### src/rtl/onc_16_mem_arb_pkg.sv
// onc_16_mem_arb_pkg: shared widths, read-owner codes and arbiter state encoding
package onc_16_mem_arb_pkg;
  localparam int ADDR_W = 16;
  localparam int DATA_W = 16;
  typedef enum logic [1:0] {OWN_NONE, OWN_D, OWN_I, OWN_X} own_e;
  typedef enum logic {ST_NORMAL, ST_LOCKED} state_e;
endpackage

### src/rtl/onc_16_mem_arb_if.sv
// onc_16_mem_arb_if: D/I/X requester ports, core stall and SRAM port; slave = arbiter, master = core/loader/SRAM side
import onc_16_mem_arb_pkg::*;
interface onc_16_mem_arb_if;
  logic d_req, d_we, d_gnt, d_rvalid;
  logic [ADDR_W-1:0] d_addr;
  logic [DATA_W-1:0] d_wdata, d_rdata;
  logic i_req, i_gnt, i_rvalid;
  logic [ADDR_W-1:0] i_addr;
  logic [DATA_W-1:0] i_rdata;
  logic x_req, x_we, x_lock, x_gnt, x_rvalid;
  logic [ADDR_W-1:0] x_addr;
  logic [DATA_W-1:0] x_wdata, x_rdata;
  logic cpu_stall, mem_en, mem_we;
  logic [ADDR_W-1:0] mem_addr;
  logic [DATA_W-1:0] mem_wdata, mem_rdata;
  modport slave (
    input d_req, d_we, d_addr, d_wdata, i_req, i_addr, x_req, x_we, x_addr, x_wdata, x_lock, mem_rdata,
    output d_gnt, d_rvalid, d_rdata, i_gnt, i_rvalid, i_rdata, x_gnt, x_rvalid, x_rdata,
    output cpu_stall, mem_en, mem_we, mem_addr, mem_wdata
  );
  modport master (
    output d_req, d_we, d_addr, d_wdata, i_req, i_addr, x_req, x_we, x_addr, x_wdata, x_lock, mem_rdata,
    input d_gnt, d_rvalid, d_rdata, i_gnt, i_rvalid, i_rdata, x_gnt, x_rvalid, x_rdata,
    input cpu_stall, mem_en, mem_we, mem_addr, mem_wdata
  );
endinterface

### src/rtl/onc_16_mem_arb_prio.sv
// onc_16_arb_prio: one-hot grant {x,i,d}; D>I>X normally, X first when boosted, X only when locked
module onc_16_arb_prio (
  input  logic       d_req,
  input  logic       i_req,
  input  logic       x_req,
  input  logic       boost,
  input  logic       locked,
  output logic [2:0] gnt
);
  always_comb gnt = locked ? {x_req, 2'b00} : (boost && x_req) ? 3'b100 : d_req ? 3'b001 : i_req ? 3'b010 : {x_req, 2'b00};
endmodule

### src/rtl/onc_16_mem_arb.sv
// onc_16_mem_arb: 3-way SRAM arbiter (ports: clock, rst, bus = D/I/X requesters, cpu_stall, SRAM) with X starvation boost and X lock
import onc_16_mem_arb_pkg::*;
module onc_16_mem_arb #(
  parameter int STARVE_MAX = 8
) (
  input logic               clock,
  input logic               rst,
  onc_16_mem_arb_if.slave   bus
);
  localparam int CNT_W = $clog2(STARVE_MAX + 1);
  logic [2:0] gnt;
  logic [CNT_W-1:0] starve_q, starve_d;
  state_e state_q, state_d;
  own_e rd_owner_q, rd_owner_d;
  logic boost;
  assign boost = starve_q == CNT_W'(STARVE_MAX);
  onc_16_arb_prio u_prio (
    .d_req  (bus.d_req),
    .i_req  (bus.i_req),
    .x_req  (bus.x_req),
    .boost  (boost),
    .locked (state_q == ST_LOCKED),
    .gnt    (gnt)
  );
  always_comb begin
    bus.d_gnt     = gnt[0];
    bus.i_gnt     = gnt[1];
    bus.x_gnt     = gnt[2];
    bus.mem_en    = |gnt;
    bus.mem_we    = (gnt[0] && bus.d_we) || (gnt[2] && bus.x_we);
    bus.mem_addr  = gnt[0] ? bus.d_addr : gnt[1] ? bus.i_addr : bus.x_addr;
    bus.mem_wdata = gnt[0] ? bus.d_wdata : bus.x_wdata;
    bus.cpu_stall = (bus.d_req && !gnt[0]) || (bus.i_req && !gnt[1]) || state_q == ST_LOCKED;
    bus.d_rvalid  = rd_owner_q == OWN_D;
    bus.i_rvalid  = rd_owner_q == OWN_I;
    bus.x_rvalid  = rd_owner_q == OWN_X;
    bus.d_rdata   = bus.mem_rdata;
    bus.i_rdata   = bus.mem_rdata;
    bus.x_rdata   = bus.mem_rdata;
    starve_d      = (gnt[2] || !bus.x_req) ? '0 : boost ? starve_q : starve_q + 1'b1;
    state_d       = gnt[2] ? (bus.x_lock ? ST_LOCKED : ST_NORMAL) : state_q;
    rd_owner_d    = (gnt[0] && !bus.d_we) ? OWN_D : gnt[1] ? OWN_I : (gnt[2] && !bus.x_we) ? OWN_X : OWN_NONE;
  end
  always_ff @(posedge clock) begin
    if (rst) begin
      starve_q   <= '0;
      state_q    <= ST_NORMAL;
      rd_owner_q <= OWN_NONE;
    end else begin
      starve_q   <= starve_d;
      state_q    <= state_d;
      rd_owner_q <= rd_owner_d;
    end
  end
endmodule

### src/flat_wrapper.sv
// flat-port wrapper written by rule: the top's interface ports become plain ports
module onc_16_mem_arb_flat 
#(
  parameter int STARVE_MAX = 8
)
  (clock, rst, bus_d_req, bus_d_we, bus_d_addr, bus_d_wdata, bus_i_req, bus_i_addr, bus_x_req, bus_x_we, bus_x_addr, bus_x_wdata, bus_x_lock, bus_mem_rdata, bus_d_gnt, bus_d_rvalid, bus_d_rdata, bus_i_gnt, bus_i_rvalid, bus_i_rdata, bus_x_gnt, bus_x_rvalid, bus_x_rdata, bus_cpu_stall, bus_mem_en, bus_mem_we, bus_mem_addr, bus_mem_wdata);
  onc_16_mem_arb_if bus_i ();
  input logic clock;
  input logic rst;
  input wire logic [$bits(bus_i.d_req)-1:0] bus_d_req;
  input wire logic [$bits(bus_i.d_we)-1:0] bus_d_we;
  input wire logic [$bits(bus_i.d_addr)-1:0] bus_d_addr;
  input wire logic [$bits(bus_i.d_wdata)-1:0] bus_d_wdata;
  input wire logic [$bits(bus_i.i_req)-1:0] bus_i_req;
  input wire logic [$bits(bus_i.i_addr)-1:0] bus_i_addr;
  input wire logic [$bits(bus_i.x_req)-1:0] bus_x_req;
  input wire logic [$bits(bus_i.x_we)-1:0] bus_x_we;
  input wire logic [$bits(bus_i.x_addr)-1:0] bus_x_addr;
  input wire logic [$bits(bus_i.x_wdata)-1:0] bus_x_wdata;
  input wire logic [$bits(bus_i.x_lock)-1:0] bus_x_lock;
  input wire logic [$bits(bus_i.mem_rdata)-1:0] bus_mem_rdata;
  output wire logic [$bits(bus_i.d_gnt)-1:0] bus_d_gnt;
  output wire logic [$bits(bus_i.d_rvalid)-1:0] bus_d_rvalid;
  output wire logic [$bits(bus_i.d_rdata)-1:0] bus_d_rdata;
  output wire logic [$bits(bus_i.i_gnt)-1:0] bus_i_gnt;
  output wire logic [$bits(bus_i.i_rvalid)-1:0] bus_i_rvalid;
  output wire logic [$bits(bus_i.i_rdata)-1:0] bus_i_rdata;
  output wire logic [$bits(bus_i.x_gnt)-1:0] bus_x_gnt;
  output wire logic [$bits(bus_i.x_rvalid)-1:0] bus_x_rvalid;
  output wire logic [$bits(bus_i.x_rdata)-1:0] bus_x_rdata;
  output wire logic [$bits(bus_i.cpu_stall)-1:0] bus_cpu_stall;
  output wire logic [$bits(bus_i.mem_en)-1:0] bus_mem_en;
  output wire logic [$bits(bus_i.mem_we)-1:0] bus_mem_we;
  output wire logic [$bits(bus_i.mem_addr)-1:0] bus_mem_addr;
  output wire logic [$bits(bus_i.mem_wdata)-1:0] bus_mem_wdata;
  assign bus_i.d_req = bus_d_req;
  assign bus_i.d_we = bus_d_we;
  assign bus_i.d_addr = bus_d_addr;
  assign bus_i.d_wdata = bus_d_wdata;
  assign bus_i.i_req = bus_i_req;
  assign bus_i.i_addr = bus_i_addr;
  assign bus_i.x_req = bus_x_req;
  assign bus_i.x_we = bus_x_we;
  assign bus_i.x_addr = bus_x_addr;
  assign bus_i.x_wdata = bus_x_wdata;
  assign bus_i.x_lock = bus_x_lock;
  assign bus_i.mem_rdata = bus_mem_rdata;
  assign bus_d_gnt = bus_i.d_gnt;
  assign bus_d_rvalid = bus_i.d_rvalid;
  assign bus_d_rdata = bus_i.d_rdata;
  assign bus_i_gnt = bus_i.i_gnt;
  assign bus_i_rvalid = bus_i.i_rvalid;
  assign bus_i_rdata = bus_i.i_rdata;
  assign bus_x_gnt = bus_i.x_gnt;
  assign bus_x_rvalid = bus_i.x_rvalid;
  assign bus_x_rdata = bus_i.x_rdata;
  assign bus_cpu_stall = bus_i.cpu_stall;
  assign bus_mem_en = bus_i.mem_en;
  assign bus_mem_we = bus_i.mem_we;
  assign bus_mem_addr = bus_i.mem_addr;
  assign bus_mem_wdata = bus_i.mem_wdata;
  onc_16_mem_arb #(.STARVE_MAX(STARVE_MAX)) u_core (.clock(clock), .rst(rst), .bus(bus_i));
endmodule
### config.mk
export PLATFORM = sky130hd
export DESIGN_NAME = onc_16_mem_arb_flat
export DESIGN_NICKNAME = d
export VERILOG_FILES = /design/src/rtl/onc_16_mem_arb_pkg.sv /design/src/rtl/onc_16_mem_arb_if.sv /design/src/rtl/onc_16_mem_arb_prio.sv /design/src/rtl/onc_16_mem_arb.sv /design/src/flat_wrapper.sv
export SDC_FILE = /design/constraint.sdc
export NUM_CORES = 1
export LEC_CHECK = 0
export ABC_AREA = 0
export BUFFER_PORTS_ARGS = -buffer_cell sky130_fd_sc_hd__buf_2
export CAP_MARGIN = 25
export CELL_PAD_IN_SITES_DETAIL_PLACEMENT = 0
export CELL_PAD_IN_SITES_GLOBAL_PLACEMENT = 1
export CORE_ASPECT_RATIO = 1.25
export CORE_MARGIN = 3
export CORE_UTILIZATION = 16
export DETAILED_ROUTE_END_ITERATION = 8
export PLACE_DENSITY = 0.78
export SLEW_MARGIN = 0
export SYNTH_ARGS = -nofsm -noshare
export SYNTH_HDL_FRONTEND = slang
export SYNTH_HIERARCHICAL = 1
export SYNTH_SLANG_ARGS = --single-unit
### constraint.sdc
create_clock -name clock -period 1.9 [get_ports clock]
set_clock_uncertainty 0.15 [all_clocks]
set_input_delay 0.19 -clock clock [delete_from_list [all_inputs] [get_ports clock]]
set_output_delay 0.19 -clock clock [all_outputs]
set_load 0.03 [all_outputs]
# After elaboration in Yosys (flattened, before gate mapping)
# Cells that the tools add are included.
[word_totals]
register_bits = 7
latchBits = 0
ramBits = 0
mem_bits_ro = 0
in_bits = 104
output_inout_bits = 89
word_cells = 39
mem_count = 0
[classes]
addsub = 1
n_mul = 0
n_div = 0
order_cmp = 0
n_eq_ne = 4
shift = 0
n_mux = 11
bitwise_logic = 0
reduce_logical = 19
[ops]
columns = ["cell", "count"]
rows = [
  ["two-way mux 16 bit", 3],
  ["two-way mux 3 bit", 4],
  ["logical AND 1 bit", 7],
  ["zero test 1 bit", 5],
  ["adder 4 x 1 -> 4 bit, second input constant", 1],
  ["equality test 2 bit, second input constant", 2],
  ["equality test 4 bit, second input constant", 1],
  ["logical OR 1 bit", 4],
  ["two-way mux 2 bit", 2],
  ["OR reduction 2 bit", 2],
  ["OR reduction 3 bit", 1],
  ["equality test 2 x 1 -> 1 bit, second input constant", 1],
  ["two-way mux 1 bit", 2],
]

# Depth between registers and ports, before layout
[depth]
word_depth = 8
depth_mapped = 10
ltp_nobuf = 9

# Cells and area by module
# Netlist, hierarchy kept.
[modules_own_cells]
columns = ["mod", "instances", "cells_per_inst", "area_each_um2", "seq_area_each_um2"]
rows = [
  ["onc_16_mem_arb", 1, 160, 1266.2, 140.1],
  ["onc_16_arb_prio", 1, 5, 33.8, 0.0],
]

# Worst setup path after synthesis
# Ideal clock, no wire load.
[synth_path]
path_type = "flip-flop to output port"
from = "register u_core.starve_q[0]"
to = "output bus_mem_addr[10]"
arrival_time_ns = 2.453
required_ns = 1.560
slack_ns = -0.893
stages_incl_launch_ff = 11
path_buffers = 2
cell_sequence = "dfxtp_1 inv_1 ha_1 nand3b_1 inv_1 a21oi_1 and3b_1 buf_6 buf_8 mux2i_1 o21ai_0"
[synth_via]
elab_chain_len = 6
[synth_rtl]
columns = ["element", "line", "source"]
rows = [
  ["from (decl)", "onc_16_mem_arb.sv:12", "logic [CNT_W-1:0] starve_q, starve_d;"],
  ["from (signal assigned)", "onc_16_mem_arb.sv:50", "starve_q <= starve_d;"],
  ["equality test 4 bit", "onc_16_mem_arb.sv:16", "assign boost = starve_q == CNT_W'(STARVE_MAX);"],
  ["named net u_core.boost", "onc_16_mem_arb.sv:15", "logic boost;"],
  ["logical AND 1 bit", "onc_16_mem_arb_prio.sv:10", "always_comb gnt = locked ? {x_req, 2'b00} : (boost && x_req) ? 3'b100 : d_req ? 3'b001 : i_req ? 3'b010 : {x_r ..."],
  ["two-way mux 3 bit (2 in a row)", "onc_16_mem_arb_prio.sv:10", ""],
  ["named net bus_i_gnt", "flat_wrapper.sv:25", "output wire logic [$bits(bus_i.i_gnt)-1:0] bus_i_gnt;"],
  ["two-way mux 16 bit (2 in a row)", "onc_16_mem_arb.sv:31", "bus.mem_addr = gnt[0] ? bus.d_addr : gnt[1] ? bus.i_addr : bus.x_addr;"],
  ["to (decl)", "flat_wrapper.sv:34", "output wire logic [$bits(bus_i.mem_addr)-1:0] bus_mem_addr;"],
]
# The timed path passes the listed nets, and every way through them passes these cells.

# Final worst setup path
[layout_path]
from = "register u_core.starve_q[1]"
to = "output bus_mem_addr[3]"
[layout_via]
elab_chain_len = 6
[layout_rtl]
columns = ["element", "line"]
rows = [
  ["equality test 4 bit (*)", "onc_16_mem_arb.sv:16"],
  ["named net u_core.boost", "onc_16_mem_arb.sv:15"],
  ["logical AND 1 bit (*)", "onc_16_mem_arb_prio.sv:10"],
  ["two-way mux 3 bit (*) (2 in a row)", "onc_16_mem_arb_prio.sv:10"],
  ["two-way mux 16 bit", "onc_16_mem_arb.sv:31"],
  ["two-way mux 16 bit (*)", "onc_16_mem_arb.sv:31"],
]
# Mark *: on every way through the listed nets, which the timed path passes. The rest lies on a longest branch.

==> out/results.txt <==
Global-route total usage across every layer = 8.170%
Data arrival time of the worst path = 1.96 ns
Final Wtd Congestion = 0.7578
Area of the core region = 0.007838 mm²
Largest delay contributor family on the critical path = buffers and inverters
Detailed placer's ending HPWL = 3454 µm
Detailed Routing Iterations Pass 1 = 2
Final worst path period share = 121.0%
Post-synthesis share of cell area spent on xor and xnor gates = 2.021%
Number of enable flip-flop cells after synthesis = 0
Number of clock sinks seen by CTS = 7
Post-synthesis cell count = 165
Initial core utilization = 16.59%
Mux share of post-synthesis cell area = 27.72%
NumNets Final = 365
Largest family of logic cells by synthesized area = buffers and inverters
Hold-fix buffer count after cts = 0
Count of buffers inserted at the top-level ports = 128
Antenna Cells = 0
Number of warnings issued by yosys = 6
Non-Filler Instances = 353
Leftover overflow at the end of global routing = 0
Count of distinct cell types in the synthesized netlist = 28
H-Tree Depth = 1
Predominant post-synthesis flop cell = sky130_fd_sc_hd__dfxtp_1
Via count of the first global-routing pass = 1344
Clock slew at the register clock pins of the worst setup and hold paths = 0.04 ns
Via-per-instance ratio = 3.904
Critical Setup Path Class = register to primary output
Area growth from synthesis to layout = 64.58%
Most repeated library cell on the critical path = sky130_fd_sc_hd__inv_2
Placed instance count = 346
Maxcap violations = 0
Number of buffers added by the clock tree synthesis step = 3
Largest vdd supply drop = 0.0004333 V
Horiz. Die Dim = 86.62 µm
Placement Rows = 36
DRC viols = 0
Ratio of cells with drive above 1 in the final layout = 80.23%
Clock latency of the later-clocked register in the worst-skew pair = 0.22 ns
CP startpoint kind = register
PD cells = 463.6 mW/mm²
Async SR Flop Fraction = 0%
I/O pins = 193
Mapped Avg Cell Area = 7.879 µm²
Total vias in the final route = 1378
Crit path cell chain = inv_2, ha_4, nand3b_1, inv_2, a21oi_2, and3b_2, buf_12, mux2i_2, o21ai_4, buf_2
Total Wirelength = 4043 µm
RSZ-0062 raised after global routing = yes
CTS Buffer Depth = 2
Adder-cell area share of the yosys netlist = 1.925%
Sequential fraction of the synthesis area = 10.78%
Worst relative slew slack = 85.64%
Starting DRT DRC Count = 15
Number of storage elements in the synthesis netlist = 7
Share of synthesized cell area in and, or, nand and nor gates = 13.76%
Buffer cell driving the clock tree root = sky130_fd_sc_hd__clkbuf_8
Post-Syn Area = 0.001300 mm²
Hold Worst Slack = 0.04287 ns
Max Transition Viols Final = 0
Largest net degree at the start of global routing = 29
Maximum achievable frequency = 0.4351 GHz
Tightest Hold Check Type = primary input to register
Minimum setup slack after placement = -0.1938 ns
Compound-Gate Fraction of Synth Area = 9.528%
Antenna violations before repair = 0
DR WL/cell = 11.45 µm
Type of destination of the critical path = primary output
First-pass GRT wire length = 6230 µm
CP Buf/Inv Count = 4
Post-layout worst setup margin = -0.3983 ns
Die area = 0.009249 mm²
Antenna viol nets, final = 0
Static leakage = 1.047 nW
Max incr delay on CP = 0.32 ns
Post-synthesis net count = 271
Die boundary height = 106.8 µm
Clock tree from TritonCTS = yes
Crit path required time = 1.56 ns
Failing checks = negative setup slack
Run status = complete, but fails checks
Minimum clock period after layout = 2.298 ns
Worst slew pin tran = 0.2095 ns
Count of endpoints failing setup in the final report = 38
Hold Vio Cnt, Final = 0
Max stage delay cell, worst path = sky130_fd_sc_hd__dfxtp_2
Highest net fanout along the worst path = 12
-- per-stage QoR --
stage	power (mW)	utilization, %	TNS (ns)	instance area (µm²)
global route	1.053	27.30	-16.35	2140
detailed placement	0.7238	24.46	-4.480	1917
floorplan	0.7153	-	-9.353	1449
finish	0.9920	27.30	-12.59	2140
CTS	0.9902	26.85	-12.88	2105
global placement	0.7180	24.46	-3.231	1917
-- path summary, 6_finish.rpt --
path / to / cells past startpoint / slack (ns) / startpoint
max: bus_mem_addr[3] / 10 / -0.40 / u_core/starve_q[1]
min: u_core/rd_owner_q[0] / 2 / 0.04 / rst
max reg2reg: u_core/starve_q[2] / 8 / 0.02 / u_core/starve_q[1]
min reg2reg: u_core/starve_q[3] / 2 / 0.37 / u_core/starve_q[3]
-- where the power goes --
| group | switching [mW] | leakage [nW] | internal, mW | total (mW) |
|---|---|---|---|---|
| sequential | 0.00413 | 0.0579 | 0.153 | 0.157 |
| clock | 0.0665 | 0.0228 | 0.145 | 0.212 |
| combinational | 0.340 | 0.966 | 0.283 | 0.623 |
| total | 0.411 | 1.05 | 0.581 | 0.992 |
-- state kept, by name (all words and copies together) (netlist names) --
register	count
u_core/rd_owner_q	2
u_core/starve_q	4
u_core/state_q	1
-- layout make-up --
cell class	instances	area, µm²
fillers	848	5698
multi-input cells	97	940.9
repair buffers	145	873.3
flip-flops and latches	7	142.6
well taps	95	118.9
clock buffers	4	45.04
inverters	5	18.77
-- kinds of logic (layout without fill, tap and decap cells) --
logic type      count (synthesis)  in the layout
flops                           7              7
fa+ha+maj                       2              2
simple gates                   35             35
compound gates                 23             23
xor+xnor                        3              3
buf+inv                        61            154
mux                            34             34
-- cell usage after synthesis (all sizes together) (2+ instances only) --
| cell type | n | area [µm²] |
|---|---|---|
| buf | 54 | 419.2 |
| dfxtp | 7 | 140.1 |
| and2 | 2 | 13.77 |
| nand2b | 4 | 25.02 |
| mux2 | 16 | 180.2 |
| mux2i | 18 | 180.2 |
| clkbuf | 2 | 7.510 |
| nor2 | 5 | 18.77 |
| nand2 | 16 | 60.06 |
| xnor2 | 2 | 17.52 |
| ha | 2 | 25.02 |
| a21oi | 4 | 20.02 |
| nor2b | 2 | 12.51 |
| o21ai | 17 | 85.08 |
| inv | 5 | 18.77 |
-- cells in the final DEF, fill, tap and decap left out, types with 4 or more instances in the layout --
| cell | synthesis | final |
|---|---|---|
| sky130_fd_sc_hd__nand2_1 | 16 | 16 |
| sky130_fd_sc_hd__mux2_2 | 16 | 16 |
| sky130_fd_sc_hd__dfxtp_1 | 7 | 5 |
| sky130_fd_sc_hd__o21ai_2 | 0 | 11 |
| sky130_fd_sc_hd__mux2i_2 | 0 | 6 |
| sky130_fd_sc_hd__o21ai_4 | 0 | 6 |
| sky130_fd_sc_hd__mux2i_4 | 0 | 4 |
| sky130_fd_sc_hd__buf_2 | 2 | 116 |
| sky130_fd_sc_hd__mux2i_1 | 18 | 8 |
| sky130_fd_sc_hd__nand2b_1 | 4 | 4 |
| sky130_fd_sc_hd__buf_6 | 3 | 10 |
| sky130_fd_sc_hd__nor2_1 | 5 | 4 |
| sky130_fd_sc_hd__buf_4 | 48 | 16 |
-- routing by layer --
| layer | wire length (µm) | track usage, % | vias up |
|---|---|---|---|
| li1 | - | - | 696 |
| met1 | 1387 | 9.777 | 598 |
| met4 | 132 | 3.563 | 0 |
| met5 | 0 | 0 | - |
| met3 | 411 | 1.537 | 23 |
| met2 | 2112 | 14.00 | 61 |
-- what timing repair did --
action | 4_1_cts | 5_1_grt
pin swaps | 2 | 2
endpoints found under the setup margin | 42 | 43
resized for setup | 31 | 8
hold endpoints to repair | 0 | 0
buffers inserted | 3 | 0
(Power assumes the default switching activity.)
